## src/rtl/tick_gen_pkg.sv

```systemverilog
`default_nettype none
// +--------------------------------------------------------------------+
// | tick_gen_pkg : clock constants and divide helpers for tick_gen     |
// | Rev 1.0                                                            |
// +--------------------------------------------------------------------+
package tick_gen_pkg;

  localparam int unsigned CLK_HZ   = 100_000_000;
  localparam int unsigned DIV_10MS = 499_999;     // 5 ms half-period
  localparam int unsigned DIV_1S   = 49_999_999;
  localparam int unsigned DIV_ANIM = 4_999_999;

  // Divide value giving a square wave of hz on clk_out
  function automatic int unsigned div_for_hz(input int unsigned hz);
    return CLK_HZ / (2 * hz) - 1;
  endfunction

endpackage
`default_nettype wire

```

## src/rtl/tick_gen_ch.sv

```systemverilog
`default_nettype none
// +--------------------------------------------------------------------+
// | tick_gen_ch : one divider channel (square wave + wrap strobe)      |
// | Rev 1.0                                                            |
// +--------------------------------------------------------------------+
module tick_gen_ch
  import tick_gen_pkg::*;
#(
  parameter int unsigned      CNT_W       = 32,
  parameter logic [CNT_W-1:0] DEFAULT_DIV = CNT_W'(DIV_10MS)
) (
  input  logic             clk,
  input  logic             rst_n,
  input  logic             en,
  input  logic             clr,
  input  logic             ld,
  input  logic [CNT_W-1:0] ld_val,
  output logic             clk_out,
  output logic             tick
);

  logic [CNT_W-1:0] r_div;
  logic [CNT_W-1:0] r_cnt;
  logic             r_clk_out;
  logic             r_tick;
  logic             w_wrap;

  assign w_wrap = (r_cnt == r_div);

  always_ff @(posedge clk or negedge rst_n) begin
    if (!rst_n) begin
      r_div     <= DEFAULT_DIV;
      r_cnt     <= '0;
      r_clk_out <= 1'b0;
      r_tick    <= 1'b0;
    end else begin
      // A load lands in the divide register even when a clear wins everything else
      if (ld) begin
        r_div <= ld_val;
      end
      if (clr) begin
        r_cnt     <= '0;
        r_clk_out <= 1'b0;
        r_tick    <= 1'b0;
      end else if (ld) begin
        r_cnt  <= '0;
        r_tick <= 1'b0;
      end else if (!en) begin
        r_tick <= 1'b0;
      end else if (w_wrap) begin
        r_cnt     <= '0;
        r_clk_out <= ~r_clk_out;
        r_tick    <= 1'b1;
      end else begin
        r_cnt  <= r_cnt + CNT_W'(1);
        r_tick <= 1'b0;
      end
    end
  end

  assign clk_out = r_clk_out;
  assign tick    = r_tick;

endmodule
`default_nettype wire

```

## src/rtl/tick_gen_multi.sv

```systemverilog
`default_nettype none
// +--------------------------------------------------------------------+
// | tick_gen_multi : NUM_CH independent runtime-loadable tick dividers |
// | Rev 1.0                                                            |
// +--------------------------------------------------------------------+
module tick_gen_multi
  import tick_gen_pkg::*;
#(
  parameter int unsigned      NUM_CH      = 4,
  parameter int unsigned      CNT_W       = 32,
  parameter logic [CNT_W-1:0] DEFAULT_DIV = CNT_W'(DIV_10MS),
  parameter int unsigned      CH_W        = (NUM_CH > 1) ? $clog2(NUM_CH) : 1
) (
  input  logic              clk,
  input  logic              rst_n,
  input  logic [NUM_CH-1:0] en,
  input  logic              sync_clr,
  input  logic              load,
  input  logic [CH_W-1:0]   load_ch,
  input  logic [CNT_W-1:0]  load_div,
  output logic [NUM_CH-1:0] clk_out,
  output logic [NUM_CH-1:0] tick
);

  logic [NUM_CH-1:0] w_ld;

  // Out-of-range load_ch matches no channel, so the load simply vanishes
  for (genvar i = 0; i < NUM_CH; i++) begin : g_ch
    assign w_ld[i] = load && (load_ch == CH_W'(i));

    tick_gen_ch #(
      .CNT_W       (CNT_W),
      .DEFAULT_DIV (DEFAULT_DIV)
    ) u_ch (
      .clk     (clk),
      .rst_n   (rst_n),
      .en      (en[i]),
      .clr     (sync_clr),
      .ld      (w_ld[i]),
      .ld_val  (load_div),
      .clk_out (clk_out[i]),
      .tick    (tick[i])
    );
  end

endmodule
`default_nettype wire
```

## config.mk

```make
export PLATFORM = sky130hd
export DESIGN_NAME = tick_gen_multi
export DESIGN_NICKNAME = d
export VERILOG_FILES = /design/src/rtl/tick_gen_pkg.sv /design/src/rtl/tick_gen_ch.sv /design/src/rtl/tick_gen_multi.sv
export SDC_FILE = /design/constraint.sdc
export NUM_CORES = 1
export LEC_CHECK = 0
export BUFFER_PORTS_ARGS = -buffer_cell sky130_fd_sc_hd__buf_4
export CORE_MARGIN = 1.5
export CORE_UTILIZATION = 55
export DETAILED_ROUTE_END_ITERATION = 8
export PLACE_DENSITY = 0.75
export RECOVER_POWER = 50
export SLEW_MARGIN = 10
export SYNTH_ARGS = -nofsm -noshare
export SYNTH_HDL_FRONTEND = slang
export SYNTH_SLANG_ARGS = --single-unit
```

## constraint.sdc

```tcl
create_clock -name clk -period 2.1 [get_ports clk]
set_clock_uncertainty 0.1 [all_clocks]
set_input_delay 0 -clock clk [delete_from_list [all_inputs] [get_ports clk]]
set_output_delay 0 -clock clk [all_outputs]
set_load 0.01 [all_outputs]
```

==> impl_metrics.tcl <==
set metrics [dict create \
    synth_seq_area_share 0.497 \
    r2r_end "g_ch[3].u_ch.r_cnt[15]" \
    wl_um 38600 \
    syn_area_mm2 0.0134 \
    fp-row-count 56 \
    fin_ws_ns -0.0361 \
    p_leak_nw 7.17 \
    postSynthAreaPerCell_um2 9.78 \
    numPortBuffers 49 \
    cts_made_buffers 28 \
    seqPwrFrac 0.476 \
    worst_hold_path.endpoint "g_ch[3].u_ch.r_div[4]" \
    cts_num_sinks 264 \
    synthCells 1371 \
    wire_per_inst_um 20.3 \
    final_hold_viol_count 0 \
    clkPwrFrac 0.391 \
    crit_path_end_kind "register" \
    ir_worst_vdd_v 0.000778 \
    hold-worst-slack_ns 0.173 \
    slew_headroom -0.0781 \
    drive_gt1_frac 0.285 \
    ff2ff_setup_slack_ns -0.04 \
    drt_first_iter_violations 1033 \
    r2r_cells 9 \
    grt_max_degree 90 \
    finalSetupViolations 20 \
    clkLatencyLatePin_ns 0.54 \
    power_density_mw_per_mm2 747 \
    status "complete, but fails checks" \
    cp.required_ns 2.42 \
    vias 11200 \
    fmax_mhz 468 \
    worstHoldStart "load_div[4]" \
    cts.htree.levels 1 \
    min_path_cells 4 \
    clkSlewWorstSetupHoldPaths_ns 0.06 \
    crit_chain "xnor2_2 -> nand4_1 -> nor4_2 -> buf_4 -> nand2_4 -> o21bai_4 -> buf_12 -> clkbuf_16 -> nor2_4" \
    combinationalPowerShare 0.133 \
    r2r_start "g_ch[3].u_ch.r_div[8]" \
    antenna_found_initial 0 \
    dp_hpwl_um 25600 \
    hold_path.class "in -> reg" \
    dp_slack_ns -0.0461 \
    period_needed_ns 2.14 \
    ys_types 56 \
    track_usage 0.297 \
    tritoncts "yes" \
    ant_nets 0 \
    die_w_um 159 \
    gr-total-overflow 0 \
    synth_warnings 0 \
    swShare 0.256 \
    power.internal_mw 9.41 \
    io_pins 50 \
    die_h_um 159 \
    synthFlopType "dfrtp_1" \
    finalMaxSlewViolations 130 \
    drc_errors 0 \
    area_growth_pct 26.4 \
    vias_per_cell 5.87 \
    fin_crit_sh 1.02 \
    grt_pass1_vias 10700 \
    antenna_cells 0 \
    ys_ff_latch 264 \
    cts_buffer_depth 3 \
    gp_congestion 0.934 \
    crit_path_max_incr_delay_ns 0.56 \
    nets 1608 \
    core_mm2 0.0237 \
    synth_edf_count 0 \
    drt_pre_antenna_iters 7 \
    clockRootBuffer "clkbuf_16" \
    crit_arrival_ns 2.45 \
    p_sw_mw 3.24 \
    async_reset_ff_frac 1.00 \
    slowest_stage "dfstp_2" \
    crit_fanout 6 \
    critPathKind "reg -> reg" \
    synth.net_count 1417 \
    die-area_mm2 0.0253 \
    max_cap_violations 2 \
    grt_pass1_wl_um 59000 \
    tightest_slew_ns 1.62 \
    critPathLaunchType "register" \
    rsz0062_at_grt "true" \
    start_util 0.566 \
    violations "max-capacitance violations, max-slew violations, negative setup slack" \
]
==> layout make-up <==
class | count | area [um2]
clock inverters | 4 | 45.0
repair buffers | 228 | 1960
clock buffers | 48 | 877
multi-input cells | 1026 | 6930
flip-flops and latches | 264 | 6680
well taps | 319 | 399
inverters | 14 | 52.6
fillers | 1726 | 6740
==> Yosys cell counts (8+ instances only) <==
master    instances  area share
nand3_1          80       0.030
and4_1           12      0.0078
o31ai_1           8      0.0045
clkbuf_1         31      0.0087
buf_4            10      0.0056
a21oi_1          27       0.010
nand2_1         283       0.079
nor3_1           26      0.0097
and2_1           16      0.0075
dfrtp_1         220        0.41
dfstp_2          44       0.086
a31oi_1          10      0.0047
buf_2            21      0.0078
nor2_1          103       0.029
mux2_2           64       0.054
inv_1            14      0.0039
xnor2_1         152       0.099
or3_1             8      0.0037
nor4_1           11      0.0051
xor2_1           54       0.035
o21ai_0           8      0.0030
nand4_1          68       0.032
and3_1           18      0.0084
==> what timing repair did <==
action | 4_1_cts | 5_1_grt
gates cloned | 0 | 4
setup endpoints to repair | 72 | 119
setup buffers | 0 | 9
pin swaps | 4 | 45
hold endpoints to repair | 477 | 0
gates resized for setup | 11 | 131
hold buffers | 42 | 0
==> worst max-delay path, delay by kind of cell, from the launching register on <==
family,cells,cell delay (ns)
compound gates,1,0.17
xor+xnor,1,0.13
simple gates,4,0.53
buf+inv,3,0.52
flops,1,0.56
==> per-layer routing <==
layer	share of wire	global-route usage	up-vias
li1	-	-	5084
met1	0.41	0.398	5590
met2	0.49	0.497	411
met3	0.070	0.0448	81
met4	0.031	0.0961	0
met5	0	0	-
==> kinds of logic after synthesis <==
kind of cell | after synthesis | synth area share
AND/OR/NAND/NOR | 656 | 0.234
flip-flops | 264 | 0.497
XOR/XNOR | 206 | 0.135
AO/OA/AOI/OAI | 92 | 0.0465
buffers and inverters | 81 | 0.0276
multiplexers | 68 | 0.0567
adder cells (fa/ha/maj) | 4 | 0.00373
==> layout by cell type, fill, tap and decap left out, types with 8 or more instances in the layout <==
cell,n
clkbuf_16,31
nand2_1,280
nor2_1,80
nand3_1,76
and4_1,10
and2_1,13
o31ai_1,8
dfstp_2,44
nor2_2,8
and3_1,17
nand4_1,68
clkbuf_1,11
nor3_2,8
dfrtp_1,207
xnor2_1,144
nor2_4,17
inv_1,14
nor3_1,20
mux2_2,64
xnor2_2,8
a21oi_1,17
a31oi_1,8
dlygate4sd3_1,42
a21oi_2,11
dfrtp_2,13
clkbuf_8,8
xor2_1,53
or3_1,8
buf_4,166
==> how the worst max path moves through the flow <==
stage,startpoint,endpoint,slack [ns],cells after the start
finish,g_ch[3].u_ch.r_div[8],g_ch[3].u_ch.r_cnt[15],-0.04,9
global route,g_ch[0].u_ch.r_cnt[3],g_ch[0].u_ch.r_cnt[29],-0.10,8
CTS,g_ch[3].u_ch.r_div[0],g_ch[3].u_ch.r_cnt[14],-0.006,8
detailed placement,g_ch[1].u_ch.r_div[18],g_ch[1].u_ch.r_cnt[27],-0.05,6
global placement,g_ch[1].u_ch.r_cnt[0],g_ch[1].u_ch.r_cnt[20],-0.01,7
floorplan,g_ch[2].u_ch.r_div[18],g_ch[2].u_ch.r_cnt[18],0.09,6
==> state kept, by name, indices dropped and copies added, names as in the netlist <==
name               cells
g_ch.u_ch.r_cnt      128
g_ch.u_ch.r_div      128
g_ch.u_ch.clk_out      4
g_ch.u_ch.tick         4
==> power by group through the flow <==
| stage | logic [mW] | clock network (mW) | registers, mW |
|---|---|---|---|
| after CTS | 1.58 | 4.97 | 6.00 |
| after global placement | 1.44 | 0 | 6.06 |
| final | 1.68 | 4.94 | 6.02 |
| after global routing | 1.82 | 5.21 | 6.07 |
| after floorplan | 0.967 | 0 | 5.98 |
| after detailed placement | 1.48 | 0 | 6.09 |
==> metrics by stage <==
step           std cells  total power, mW  utilization  setup TNS [ns]  instance area (um2)
6_report            1903             12.6        0.715          -0.311                16900
5_1_grt             1903             13.1        0.715           -3.42                16900
4_1_cts             1890             12.6        0.688        -0.00584                16300
3_5_place_dp        1796             7.57        0.629          -0.324                14900
3_3_place_gp        1796             7.51        0.629         -0.0194                14900
2_1_floorplan       1371             6.94            -               0                13400
Note: power is estimated with default switching activity, not from simulation.
